<file path="src/rtl/key_unlock_ctrl.sv">
// Key unlock controller: serial key load, 16-vector self-test of the locked core, then gated passthrough.
// Optional KEYCTL_ZEROIZE_EN clears the held key on every failed self-test.
module key_unlock_ctrl #(
  parameter logic [47:0] GOLDEN    = 48'h0,
  parameter logic [6:0]  DECOY_KEY = 7'h00,
  parameter int          MAX_FAIL  = 3
) (
  input  logic       clk,
  input  logic       rst,
  input  logic       key_sdi,
  input  logic       key_sen,
  input  logic       key_commit,
  input  logic [3:0] func_in,
  output logic [2:0] func_out,
  output logic [3:0] core_in,
  output logic [6:0] core_key,
  input  logic [2:0] core_out,
  output logic       busy,
  output logic       unlocked,
  output logic       fail_pulse,
  output logic       err_pulse,
  output logic       lockout,
  output logic [2:0] fail_cnt
);

  typedef enum logic [1:0] {IDLE, TEST, UNLOCKED, LOCKOUT} state_t;

  localparam logic [2:0] MAX_F = 3'(MAX_FAIL);

  state_t     state;
  logic [6:0] key_reg;
  logic [2:0] bit_cnt;
  logic [3:0] vec;
  logic       match;

  logic [5:0] gidx;
  logic       vec_ok;
  logic [2:0] fail_nxt;

  assign gidx     = 6'(vec) * 6'd3;
  assign vec_ok   = (core_out == GOLDEN[gidx +: 3]);
  assign fail_nxt = (fail_cnt == 3'd7) ? 3'd7 : fail_cnt + 3'd1;

  // The real key only reaches the core while testing or unlocked.
  assign core_key = (state == TEST || state == UNLOCKED) ? key_reg : DECOY_KEY;
  assign core_in  = (state == TEST) ? vec : (state == UNLOCKED) ? func_in : 4'h0;
  assign func_out = unlocked ? core_out : 3'b000;

  always_ff @(posedge clk) begin
    if (rst) begin
      state      <= IDLE;
      key_reg    <= 7'h00;
      bit_cnt    <= 3'd0;
      vec        <= 4'd0;
      match      <= 1'b0;
      busy       <= 1'b0;
      unlocked   <= 1'b0;
      fail_pulse <= 1'b0;
      err_pulse  <= 1'b0;
      lockout    <= 1'b0;
      fail_cnt   <= 3'd0;
    end else begin
      fail_pulse <= 1'b0;
      err_pulse  <= 1'b0;
      case (state)
        IDLE, UNLOCKED: begin
          // A commit wins over a simultaneous shift; the shift is dropped.
          if (key_commit) begin
            if (state == UNLOCKED || bit_cnt == 3'd7) begin
              state    <= TEST;
              vec      <= 4'd0;
              match    <= 1'b1;
              busy     <= 1'b1;
              unlocked <= 1'b0;
            end else begin
              err_pulse <= 1'b1;
            end
          end else if (key_sen) begin
            key_reg <= {key_sdi, key_reg[6:1]};
            if (bit_cnt != 3'd7) bit_cnt <= bit_cnt + 3'd1;
          end
        end
        TEST: begin
          match <= match & vec_ok;
          vec   <= vec + 4'd1;
          if (vec == 4'd15) begin
            busy <= 1'b0;
            if (match && vec_ok) begin
              state    <= UNLOCKED;
              unlocked <= 1'b1;
            end else begin
              fail_pulse <= 1'b1;
              fail_cnt   <= fail_nxt;
              bit_cnt    <= 3'd0;
`ifdef KEYCTL_ZEROIZE_EN
              key_reg    <= 7'h00;
`endif
              if (fail_nxt >= MAX_F) begin
                state   <= LOCKOUT;
                lockout <= 1'b1;
              end else begin
                state <= IDLE;
              end
            end
          end
        end
        default: ;  // LOCKOUT: only rst leaves
      endcase
    end
  end

endmodule

</file>
<file path="config.mk">
export PLATFORM = sky130hd
export DESIGN_NAME = key_unlock_ctrl
export DESIGN_NICKNAME = d
export VERILOG_FILES = /design/src/rtl/key_unlock_ctrl.sv
export SDC_FILE = /design/constraint.sdc
export NUM_CORES = 1
export LEC_CHECK = 0
export BUFFER_PORTS_ARGS = -buffer_cell sky130_fd_sc_hd__buf_2
export CAP_MARGIN = 10
export CORE_MARGIN = 2
export CORE_UTILIZATION = 40
export CTS_BUF_LIST = sky130_fd_sc_hd__clkbuf_16
export CTS_CLUSTER_DIAMETER = 30
export DETAILED_ROUTE_END_ITERATION = 16
export PLACE_DENSITY_LB_ADDON = 0.05
export SLEW_MARGIN = 20
export SYNTH_ARGS = -nofsm -noshare
export SYNTH_HDL_FRONTEND = slang
export SYNTH_SLANG_ARGS = --single-unit
</file>
<file path="constraint.sdc">
create_clock -name clk -period 4.4 [get_ports clk]
set_clock_uncertainty 0.05 [all_clocks]
set_input_delay 0.88 -clock clk [delete_from_list [all_inputs] [get_ports clk]]
set_output_delay 0.88 -clock clk [all_outputs]
set_load 0.01 [all_outputs]
</file>
== After elaboration in Yosys (flattened, before gate mapping) ==
Index checks and enable logic that the tools add are counted.

* Input bits: 12
* Output and inout bits: 22
* Word-level logic and storage cells: 85
* Bits in registers: 25

* Bitwise operators: 6
* Shift-type cells: 1
* Mux-type cells: 32
* $add $sub $neg: 3
* Multiply operators: 1
* Eq/ne operators: 15
* Reduce and logical (&&, ||, !) cells: 15
* $lt $le $gt $ge: 1

{| class="wikitable"
|+ Operators by type and width
! kind !! number
|-
| 48-bit by 7-bit variable part select with 3-bit output, first input constant || 1
|-
| 3-bit two-way mux || 7
|-
| 4-bit two-way mux || 4
|-
| 2-bit != test, second input constant || 6
|-
| 2-bit two-way mux || 5
|-
| 1-bit two-way mux || 9
|-
| 3-bit AND reduction || 3
|-
| 4-bit case mux with 2 select lines || 1
|-
| 4-bit AND reduction || 2
|-
| 7-bit two-way mux || 1
|-
| 3-bit by 1-bit adder with 3-bit output, second input constant || 2
|-
| 3-bit equality test, second input constant || 2
|-
| 4-bit by 2-bit multiplier with 6-bit output, second input constant || 1
|-
| 1-bit case mux with 2 select lines || 3
|-
| 3-bit case mux with 2 select lines || 1
|-
| 6-bit AND reduction || 1
|-
| 3-bit OR reduction || 2
|-
| 1-bit inverter || 5
|-
| 5-bit AND reduction || 1
|-
| 4-bit by 1-bit adder with 4-bit output, second input constant || 1
|-
| 4-bit equality test, second input constant || 1
|-
| 2-bit by 1-bit != test with 1-bit output, second input constant || 2
|-
| 2-bit case mux with 2 select lines || 1
|-
| 3-bit equality test || 1
|-
| other kinds (10) || 11
|}

== Depth between registers and ports, before layout ==
* Depth in word-level cells: 7
* Gate-level depth with buffers: 8
* Mapped depth without buffers: 6

== Least setup slack after synthesis ==
No wires, ideal clock.

* Path kind: reg2out
* Start point: register state[1]
* End point: output core_in[0]
* Arrival: 1.250 ns
* Slack: 2.220 ns
* Stages on the path, launching flop included: 6
* Buffers on the path: 2
* Required time: 3.470 ns
* Cells stage by stage: dfxtp_1 -> inv_1 -> ha_1 -> buf_4 -> clkbuf_1 -> o21ai_0

* Longest elaborated chain between the ends: 3
* Elaborated cells between the ends (all ways): 4
* Those cells by class: eq/ne: 2; mux: 2

{| class="wikitable"
|+ RTL lines
! what !! RTL line !! text
|-
| start, declared || 30 || <nowiki>state_t state;</nowiki>
|-
| start signal, assigned || 51 || <nowiki>state <= IDLE;</nowiki>
|-
| start signal, assigned || 70 || <nowiki>state <= TEST;</nowiki>
|-
| start signal, assigned || 89 || <nowiki>state <= UNLOCKED;</nowiki>
|-
| 2-bit equality test || 46 || <nowiki>assign core_in = (state == TEST) ? vec : (state == UNLOCKED) ? func_in : 4'h0;</nowiki>
|-
| 4-bit two-way mux || 46 ||
|-
| 4-bit two-way mux (*) || 46 ||
|-
| end, declared || 15 || <nowiki>output logic [3:0] core_in,</nowiki>
|}

Every way passes the cells marked *; elsewhere a longest branch is shown, timed or not.

== Worst setup path in the final report ==
* Start point: register state[1]
* End point: output core_in[1]

The elaborated chain is that of the path after synthesis.

==> flow_summary.yaml <==
synth:
  synth-compound-area-share_pct: 17.9
  synth_largest_area_cell: "dfxtp_1"
  top_reg_cell_synth: "dfxtp_1"
  synth.ff_latch_count: 25
  synth-edff-count: 0
  dominant_cell_by_count_in_the_synthesized_netlist: "dfxtp_1"
  seq_area_frac_synth_pct: 38.8
  yosys-mux-area-fraction_pct: 7.08
  top_area_cell_type_share_of_the_netlist_area_pct: 38.8
  synth.distinct_cells: 36
  synth.avg_cell_area_sq_um: 8.60
  syn_nets: 169
  yosys.area_share.xor_xnor_pct: 0
  synth-adder-area-share_pct: 6.79
  mappedNetlistArea_sq_um: 1290
  synthCells: 150
  synth_top_family_by_area: "simple AND/OR/NAND/NOR gates"
  ys.warnings.count: 0
  synthTopCellsByCount: "25 x dfxtp_1, 15 x nor2_1, 13 x nand2_1, 11 x a21oi_1, 11 x and2_1"
  synth-async-reset-ratio_pct: 0
  synth.area.top_cells: "dfxtp_1 39%, ha_1 6.8%, mux2i_1 6.2%, and2_1 5.3%, nor2_1 4.4%"
  synth_simple_gate_area_share_pct: 24.8
floorplanning:
  design.portCount: 34
  floorplan.initialDensity_pct: 42.3
  core_sq_um: 3050
  floorplan.die_area_sq_um: 3700
  num_rows: 20
  floorplan.die.width_um: 60.8
  fp.dieH_um: 60.8
power:
  power_uw: 490
  ir_worst_vdd_mv: 0.177
  share_comb_of_total_power_pct: 11.4
  power_density_nw_per_um2: 316
  swShare_pct: 23.4
  cellLeakagePower_uw: 0.000678
  pwr-share-seq_pct: 48.1
  total_switching_power_uw: 115
  part_of_the_power_in_the_clock_network_pct: 40.5
  internal_power_uw: 375
global_route:
  grt_first_pass_wirelength_um: 4660
  grt_overflow_total: 0
  global_route.usage.total_pct: 16.9
  grt_max_degree: 27
  via_count_of_the_first_global_routing_pass: 1064
  grt_antenna_before_repair: 0
sta:
  slew-limit-headroom_pct: 49.1
  setup_total_negative_slack_ps: 0
  timing.final.max_slew_violations: 0
  worst_hold_margin_ps: 423
  final.min_clock_period_ps: 2580
  rsz0062_at_grt: "no"
  max_slew.worst_pin.slew_ps: 763
  final-setup-viol-count: 0
  final_ws_setup_ps: 1820
  final_min_period_over_clock_period_pct: 58.6
  finalHoldViolCount: 0
  achievable-frequency_mhz: 388
worst_setup_path:
  timing.critical_path.from_type: "flop"
  cp_slowest_cell: "ha_1"
  critical_path_buf_inv_count: 2
  flop_to_flop_setup_slack_ps: 2150
  timing_worst_setup_path_type: "flop to output pin"
  crit-reg2reg-capture: "bit_cnt[0]"
  critical_path.endpoint_type: "output pin"
  timing.critical_path.arrival_ps: 1650
  critical_path.max_stage_delay_ps: 580
  critical_path.max_fanout: 20
  required_ps: 3470
  path_cells: "inv_1 > ha_1 > o21ai_0 > buf_2"
  cp_top_family: "adder cells"
  timing.reg2reg.worst_path_depth: 6
  timing.rr.start: "state[1]"
final_layout:
  antenna_diode_count: 0
  largest_register_ff_count: 7
  number_of_inserted_filler_cells_in_the_final_layout: 322
  nNetsFinal: 200
  drive_gt1_share_pct: 21.7
  synthToLayoutAreaGrowth_pct: 20.4
min_path:
  min_path_type: "flop to flop"
  hold-path-endpoint: "lockout"
  holdCritStartpoint: "lockout"
  holdPathStages: 2
cts:
  clock_insertion_delay_worst_skew_ps: 260
  cts_inserted_buffers: 3
  clock_tree_from_tritoncts: "yes"
  clock-root-buffer: "clkbuf_16"
  cts_setup_buffers: 0
  ctsLongestPathBuffers: 2
  clk_pin_slew_ps: 60
  cts_htree_levels: 1
  cts_resized: 0
  hold_buffers: 0
  clock_sink_count: 25
route:
  drtPass1Iterations: 4
  detail_route.wl_per_cell_um: 12.4
  drc: 0
  vias: 1159
  via_count_normalized_by_instance_count: 5.17
  drtAntennaViolNets: 0
  finalWirelength_um: 2780
  drtIter0Drc: 29
placed_design:
  gp_congestion: 0.768
  port-buffer-count: 33
  hpwlAfterDp_um: 2060
  placement.setup.worst_slack_ps: 2100
run_status:
  result_of_the_run: "complete, no violations"
job:
  timing.max_cap.violations: 0
[kinds of logic (layout without fill, tap and decap cells)]
kind of cell	after synthesis	after routing
flip-flops	25	25
AO/OA/AOI/OAI	37	37
adder cells (fa/ha/maj)	7	7
multiplexers	9	9
buffers and inverters	13	43
AND/OR/NAND/NOR	59	59
[worst register-to-register path: cells and delay by family (launching register included)]
kind / cells / cell delay, ps
AOI/OAI and AO/OA: 2 / 540
adders and majority gates: 1 / 580
buffers and inverters: 1 / 80
DFF: 1 / 340
and+or+nand+nor: 2 / 580
[power by group through the flow]
stage               Sequential [uW]  Clock, uW  Combinational (uW)
floorplan                       240          0                41.8
global placement                241          0                54.5
detailed placement              241          0                56.1
CTS                             236        206                56.0
global route                    237        212                63.7
finish                          236        199                55.8
[placed cells by master (no fill, tap or decap), types with 2 or more instances in the layout]
cell type and count:
o21a_1 2, nand2_1 13, nand2b_1 4, inv_1 7, and2_1 11, a311oi_1 2, clkbuf_16 3, nand3_1 6
nor2_1 15, a221oi_1 2, a31oi_1 2, ha_1 7, mux2i_1 8, buf_2 33, dfxtp_1 25, o21ai_0 10
a21oi_1 11, or3_1 2
[cell type report]
class | count | area (sq um) | share of cell area [%]
clock inverters | 1 | 3.75 | 0.242
clock buffers | 3 | 75.1 | 4.83
multi-input cells | 112 | 731 | 47.1
inverters | 6 | 22.5 | 1.45
flip-flops and latches | 25 | 500 | 32.2
repair buffers | 33 | 165 | 10.6
well taps | 44 | 55.1 | 3.55
[worst max-delay path by stage]
| stage | cells past startpoint | from | slack (ps) | endpoint |
|---|---|---|---|---|
| after floorplan | 5 | state[1] | 2220 | core_in[0] |
| after global placement | 5 | core_out[1] | 2110 | fail_cnt[0] |
| after detailed placement | 5 | core_out[1] | 2100 | fail_cnt[0] |
| after CTS | 4 | state[1] | 1810 | core_in[1] |
| after global routing | 5 | state[1] | 1640 | core_in[1] |
| final | 4 | state[1] | 1820 | core_in[1] |
[metal layers]
metal / up-vias / share of wire [%] / track usage [%]
li1: 592 / - / -
met1: 538 / 49 / 20.8
met2: 25 / 45 / 28.7
met3: 4 / 3.8 / 2.56
met4: 0 / 1.9 / 8.39
met5: - / 0 / 0
[metrics by stage]
step	std cells	cell area, sq um	util, %
after floorplan	150	1290	-
after global routing	224	1550	50.9
after detailed placement	220	1470	48.3
after global placement	220	1470	48.3
after CTS	224	1550	50.9
final	224	1550	50.9
Note: power is estimated with default switching activity, not from simulation.
